<file path="src/rtl/debounce_pkg.sv">
// Shared constants for the push-button debouncer and later input stages.
package debounce_pkg;

  // Debounce FSM encoding. Bit 1 tracks the accepted level.
  localparam logic [1:0] IDLE_LOW  = 2'b00;
  localparam logic [1:0] WAIT_HIGH = 2'b01;
  localparam logic [1:0] IDLE_HIGH = 2'b11;
  localparam logic [1:0] WAIT_LOW  = 2'b10;

  typedef enum logic [1:0] {
    StIdleLow  = IDLE_LOW,
    StWaitHigh = WAIT_HIGH,
    StIdleHigh = IDLE_HIGH,
    StWaitLow  = WAIT_LOW
  } state_e;

  localparam int unsigned DEF_STABLE_CYCLES = 4;
  localparam int unsigned DEF_REPEAT_CYCLES = 8;
  localparam int unsigned DEF_CNT_W         = 16;

endpackage

</file>
<file path="src/rtl/sync_2ff.sv">
// Two-flop synchroniser for asynchronous single-bit inputs.
module sync_2ff (
  input  logic Clk,
  input  logic Clr,
  input  logic d_i,
  output logic q_o
);

  logic s1_q;
  logic s_q;

  // Shift the raw input through two flops; both clear on Clr.
  always_ff @(posedge Clk or negedge Clr) begin
    if (!Clr) begin
      s1_q <= 1'b0;
      s_q  <= 1'b0;
    end else begin
      s1_q <= d_i;
      s_q  <= s1_q;
    end
  end

  assign q_o = s_q;

endmodule

</file>
<file path="src/rtl/button_debouncer.sv">
// Push-button debouncer: synchronises Btn_in, accepts a new level after STABLE_CYCLES
// consecutive matching samples and emits registered Level/Rise/Fall.
// Define BTN_REPEAT_EN to add an auto-repeat strobe while the button is held high.
module button_debouncer
  import debounce_pkg::*;
#(
  parameter int unsigned STABLE_CYCLES = DEF_STABLE_CYCLES,
  parameter int unsigned CNT_W         = DEF_CNT_W,
  parameter int unsigned REPEAT_CYCLES = DEF_REPEAT_CYCLES
) (
  input  logic Clk,
  input  logic Clr,
  input  logic Btn_in,
  output logic Level,
  output logic Rise,
  output logic Fall,
  output logic Repeat
);

  // Reject parameter sets the counter cannot represent.
  if (STABLE_CYCLES < 2 || REPEAT_CYCLES < 1 ||
      (64'(1) << CNT_W) <= 64'(STABLE_CYCLES) ||
      (64'(1) << CNT_W) <= 64'(REPEAT_CYCLES)) begin : g_bad_params
    $error("button_debouncer: illegal STABLE_CYCLES/REPEAT_CYCLES/CNT_W combination");
  end

  localparam logic [CNT_W-1:0] CntLast = CNT_W'(STABLE_CYCLES - 1);
  localparam logic [CNT_W-1:0] CntOne  = CNT_W'(1);
  localparam logic [CNT_W-1:0] CntMax  = '1;

  logic             s;
  state_e           state_q, state_d;
  logic [CNT_W-1:0] cnt_q, cnt_d;
  logic             level_q, level_d;
  logic             rise_q, rise_d;
  logic             fall_q, fall_d;

  sync_2ff u_sync (
    .Clk (Clk),
    .Clr (Clr),
    .d_i (Btn_in),
    .q_o (s)
  );

  // Stable-count FSM: next state, counter and strobes.
  always_comb begin
    state_d = state_q;
    cnt_d   = cnt_q;
    level_d = level_q;
    rise_d  = 1'b0;
    fall_d  = 1'b0;
    unique case (state_q)
      StIdleLow: begin
        if (s) begin
          state_d = StWaitHigh;
          cnt_d   = CntOne;
        end else begin
          cnt_d = '0;
        end
      end
      StWaitHigh: begin
        if (!s) begin
          state_d = StIdleLow;
          cnt_d   = '0;
        end else if (cnt_q == CntLast) begin
          state_d = StIdleHigh;
          cnt_d   = '0;
          level_d = 1'b1;
          rise_d  = 1'b1;
        end else if (cnt_q != CntMax) begin
          cnt_d = cnt_q + 1'b1;
        end
      end
      StIdleHigh: begin
        if (!s) begin
          state_d = StWaitLow;
          cnt_d   = CntOne;
        end else begin
          cnt_d = '0;
        end
      end
      StWaitLow: begin
        if (s) begin
          state_d = StIdleHigh;
          cnt_d   = '0;
        end else if (cnt_q == CntLast) begin
          state_d = StIdleLow;
          cnt_d   = '0;
          level_d = 1'b0;
          fall_d  = 1'b1;
        end else if (cnt_q != CntMax) begin
          cnt_d = cnt_q + 1'b1;
        end
      end
      default: begin
        state_d = StIdleLow;
        cnt_d   = '0;
        level_d = 1'b0;
      end
    endcase
  end

  // FSM state, counter and registered outputs.
  always_ff @(posedge Clk or negedge Clr) begin
    if (!Clr) begin
      state_q <= StIdleLow;
      cnt_q   <= '0;
      level_q <= 1'b0;
      rise_q  <= 1'b0;
      fall_q  <= 1'b0;
    end else begin
      state_q <= state_d;
      cnt_q   <= cnt_d;
      level_q <= level_d;
      rise_q  <= rise_d;
      fall_q  <= fall_d;
    end
  end

  assign Level = level_q;
  assign Rise  = rise_q;
  assign Fall  = fall_q;

`ifdef BTN_REPEAT_EN
  localparam logic [CNT_W-1:0] RepLast = CNT_W'(REPEAT_CYCLES - 1);

  logic [CNT_W-1:0] rep_cnt_q, rep_cnt_d;
  logic             repeat_q, repeat_d;

  // Repeat counter runs only while staying in IDLE_HIGH; the entry cycle is count 0.
  always_comb begin
    rep_cnt_d = '0;
    repeat_d  = 1'b0;
    if (state_q == StIdleHigh && s) begin
      if (rep_cnt_q == RepLast) begin
        repeat_d = 1'b1;
      end else begin
        rep_cnt_d = rep_cnt_q + 1'b1;
      end
    end
  end

  // Repeat counter and strobe flops.
  always_ff @(posedge Clk or negedge Clr) begin
    if (!Clr) begin
      rep_cnt_q <= '0;
      repeat_q  <= 1'b0;
    end else begin
      rep_cnt_q <= rep_cnt_d;
      repeat_q  <= repeat_d;
    end
  end

  assign Repeat = repeat_q;
`else
  assign Repeat = 1'b0;
`endif

endmodule

</file>
<file path="config.mk">
export PLATFORM = sky130hd
export DESIGN_NAME = button_debouncer
export DESIGN_NICKNAME = d
export VERILOG_FILES = /design/src/rtl/debounce_pkg.sv /design/src/rtl/sync_2ff.sv /design/src/rtl/button_debouncer.sv
export SDC_FILE = /design/constraint.sdc
export NUM_CORES = 1
export LEC_CHECK = 0
export ABC_AREA = 1
export CAP_MARGIN = 5
export CELL_PAD_IN_SITES_DETAIL_PLACEMENT = 1
export CELL_PAD_IN_SITES_GLOBAL_PLACEMENT = 1
export CORE_AREA = 2 2 60 62
export DETAILED_ROUTE_END_ITERATION = 8
export DIE_AREA = 0 0 62 64
export MAX_ROUTING_LAYER = met4
export PLACE_DENSITY = 0.78
export REMOVE_ABC_BUFFERS = 1
export SETUP_SLACK_MARGIN = 0.15
export SLEW_MARGIN = 40
export SYNTH_ARGS = -nofsm -noshare
export SYNTH_HDL_FRONTEND = slang
export SYNTH_SLANG_ARGS = --single-unit
</file>
<file path="constraint.sdc">
create_clock -name Clk -period 1.55 [get_ports Clk]
set_input_delay 0.155 -clock Clk [delete_from_list [all_inputs] [get_ports Clk]]
set_output_delay 0.155 -clock Clk [all_outputs]
set_load 0.05 [all_outputs]
</file>
==> metrics.txt <==
Total Wirelength a little over 4000 µm; RSZ-0062 raised after global routing true; post-synthesis xor/xnor area fraction between 2 and 3%; final net count 223; Fin Clk Skew 0.00557 ns; Commonest cells post-synth nand2_1 (51), nor2_1 (34), inv_1 (25); Setup WS post-layout 0.0356 ns; Multi-input gate area 873 µm²; Syn-to-layout area delta 29.1%; #FFs+latches synth 23; CTS H-tree lvls 1; initial antenna violation count 0; EDFF count, synth 0; ys async rst share 100%; Crit Path Category register to register; CP required 1.83 ns; Seq pwr share 37.0%; fillcell total 404; CP max FO 5; final worst path period need between 1.5 and 2 ns; Critical R2R Launch cnt_q[3]; Tot GR Track Use 23.0%; # rows 21; Synth Cell Area about 1400 µm²; wl on met1 1700 µm; status complete, no violations; first-pass GRT wire length 6470 µm; Vias per Instance 5.04; DRC 0; total net switching power roughly 810 µW; most frequent cell after synthesis nand2_1; Post-synth top flop dfrtp_1; GPL Wtd Cong between 0.8 and 0.9; highest clock rate 0.660 GHz; drt wl/cell 15.9 µm; Ys Warns 0; Worst EP arrival 1.80 ns; I/O pins 7; Hold Worst Slack 0.165 ns; Final ANT Viol Nets 0; Worst Setup End Kind register; Core Footprint ~3300 µm²; DIE WIDTH 62 µm; Synth area leaders dfrtp_1 (41%), nand2_1 (14%), nor2_1 (9.1%); PortBufs 5; final setup violation count 0; clk slew on worst S/H paths 0.15 ns; clock latency on the worst-skew pair 0.33 ns; Setup crit start kind register; Die Footprint roughly 4000 µm²; switching part of the total 41.3%; Internal between 1 and 1.5 mW; share of cells above drive strength 1 30.0%; Avg Cell Area, Syn approximately 7.4 µm²; leak pwr a little over 0.8 nW; vias in the first global route 1395; Max Cap Viol 0; Final period util 97.7%; Final Hold Fails 0; Max VDD drop ~0.86 mV; Post-Synth Adder-Cell Area ~5.4%; DP HPWL roughly 2800 µm; hold buffers post-CTS 0; Synth Area in Simple Gates 35.8%; initial core utilization between 40% and 50%; largest net degree at the start of global routing 24; hold crit path type primary input to asynchronous set/reset pin; Netlist cell types 26; Yosys top cell by area dfrtp_1; largest family of logic cells by synthesized area simple AND/OR/NAND/NOR gates; metal2 WL roughly 2200 µm; die height 64 µm; CTS tree yes; grt ovf 0; Clock Path Buffers 2; clock share of power 16.0%; DR top layer met4; number of diodes 0; drt first pass iters 4; CP Launch Point cnt_q[3]; top-area cell type share of the netlist area about two fifths; multiplexer share of the synthesized area 0%; clock buffer count from CTS 3; DRT iter0 DRCs 60; Gate Count Post-Synth 189; Root Buffer Master clkbuf_4; via count ~1300; CTS sink count 23; power share of the combinational group between 40% and 50%; pre-CTS WS -0.206 ns; Power Dens Cells 1090 nW/µm²; post-synthesis sequential area ratio 41.2%; Seq. cell area 577 µm²; Compound-Gate Fraction of Synth Area 6.72%; met3 wire length 82 µm; Final Slew Violations 0
## critical path: stages (launching register included)
cell     delay (ns)
dfrtp_1        0.50
nand2_1        0.15
nor2_1         0.22
nand3_1        0.15
or2_1          0.26
nand3_2        0.08
nand2_2        0.06
inv_1          0.05
## power by group through the flow
stage	clock (mW)	sequential [mW]	combinational, mW
6_report	0.315	0.726	0.922
3_3_place_gp	0	0.708	0.572
4_1_cts	0.318	0.709	0.760
3_5_place_dp	0	0.709	0.612
5_1_grt	0.345	0.733	1.04
2_1_floorplan	0	0.749	0.359
## registers in the layout, summed over array words and instances, names as in the netlist
register     count
cnt_q           16
u_sync.q_o       1
Level            1
Rise             1
u_sync.s1_q      1
Fall             1
state_q          2
## routing by layer
metal / track usage [%] / vias to the layer above
met2: 40.2 / 19
met3: 3.64 / 10
li1: - / 641
met4: 6.91 / 0
met5: - / -
met1: 25.9 / 636
## final cells by class
cell class,instances,area share (%)
Multi-Input combinational cell,140,48.4
Sequential cell,23,32.0
Timing Repair Buffer,21,9.23
Inverter,25,5.48
Tap cell,46,3.19
Clock buffer,3,1.25
Clock inverter,1,0.416
## logic make-up (layout without fill, tap and decap cells)
logic type | count (synthesis) | count (layout)
buffers and inverters | 27 | 50
adders and majority gates | 6 | 6
and+or+nand+nor | 112 | 113
DFF | 23 | 23
xor gates and xnor gates | 4 | 4
other | 1 | 1
AOI/OAI and AO/OA | 16 | 16
## path summary, 6_finish.rpt
path,endpoint,slack [ns],depth (start not counted)
max reg2reg,cnt_q[11],0.04,7
min in group Clk,u_sync.s1_q,0.25,1
min,cnt_q[7],0.16,2
max,cnt_q[11],0.04,7
max in group asynchronous,state_q[1],1.12,2
min reg2reg,u_sync.q_o,0.38,0
## stage by stage
stage | cells | area (µm²) | total power, mW | utilization, % | setup TNS (ns)
after floorplan | 187 | 1380 | 1.11 | - | 0
after global placement | 244 | 1520 | 1.28 | 46.4 | -0.537
after detailed placement | 244 | 1520 | 1.32 | 46.4 | -1.86
after CTS | 255 | 1680 | 1.79 | 51.2 | 0
after global routing | 259 | 1800 | 2.11 | 54.9 | -0.0973
final | 259 | 1800 | 1.96 | 54.9 | 0
## layout by cell type (no fill, tap or decap), types with 2 or more instances in the layout
| cell | netlist | routed |
|---|---|---|
| nand2_1 | 51 | 42 |
| nor2_1 | 34 | 28 |
| dfrtp_1 | 23 | 22 |
| inv_1 | 25 | 21 |
| buf_4 | 1 | 18 |
| nand3_1 | 10 | 9 |
| nand2_2 | 2 | 8 |
| nor2_2 | 0 | 5 |
| o21ai_1 | 1 | 5 |
| nor2_4 | 2 | 4 |
| nand4_1 | 4 | 4 |
| ha_4 | 0 | 4 |
| nand2_4 | 0 | 3 |
| xnor2_1 | 3 | 3 |
| nand3_2 | 4 | 3 |
| clkbuf_4 | 0 | 3 |
| inv_2 | 0 | 2 |
| inv_4 | 0 | 2 |
| nand3_4 | 0 | 2 |
| a21oi_1 | 2 | 2 |
| or2_2 | 2 | 2 |
| o21ai_0 | 7 | 2 |
| ha_1 | 6 | 2 |
| clkdlybuf4s50_1 | 0 | 2 |
## what timing repair did
| action | CTS | global route |
|---|---|---|
| buffers inserted | 6 | 4 |
| gates cloned | 1 | 0 |
| pin swaps | 9 | 12 |
| hold endpoints to repair | 0 | 0 |
| gates resized for setup | 25 | 24 |
| setup endpoints to repair | 20 | 20 |
(Power assumes the default switching activity.)
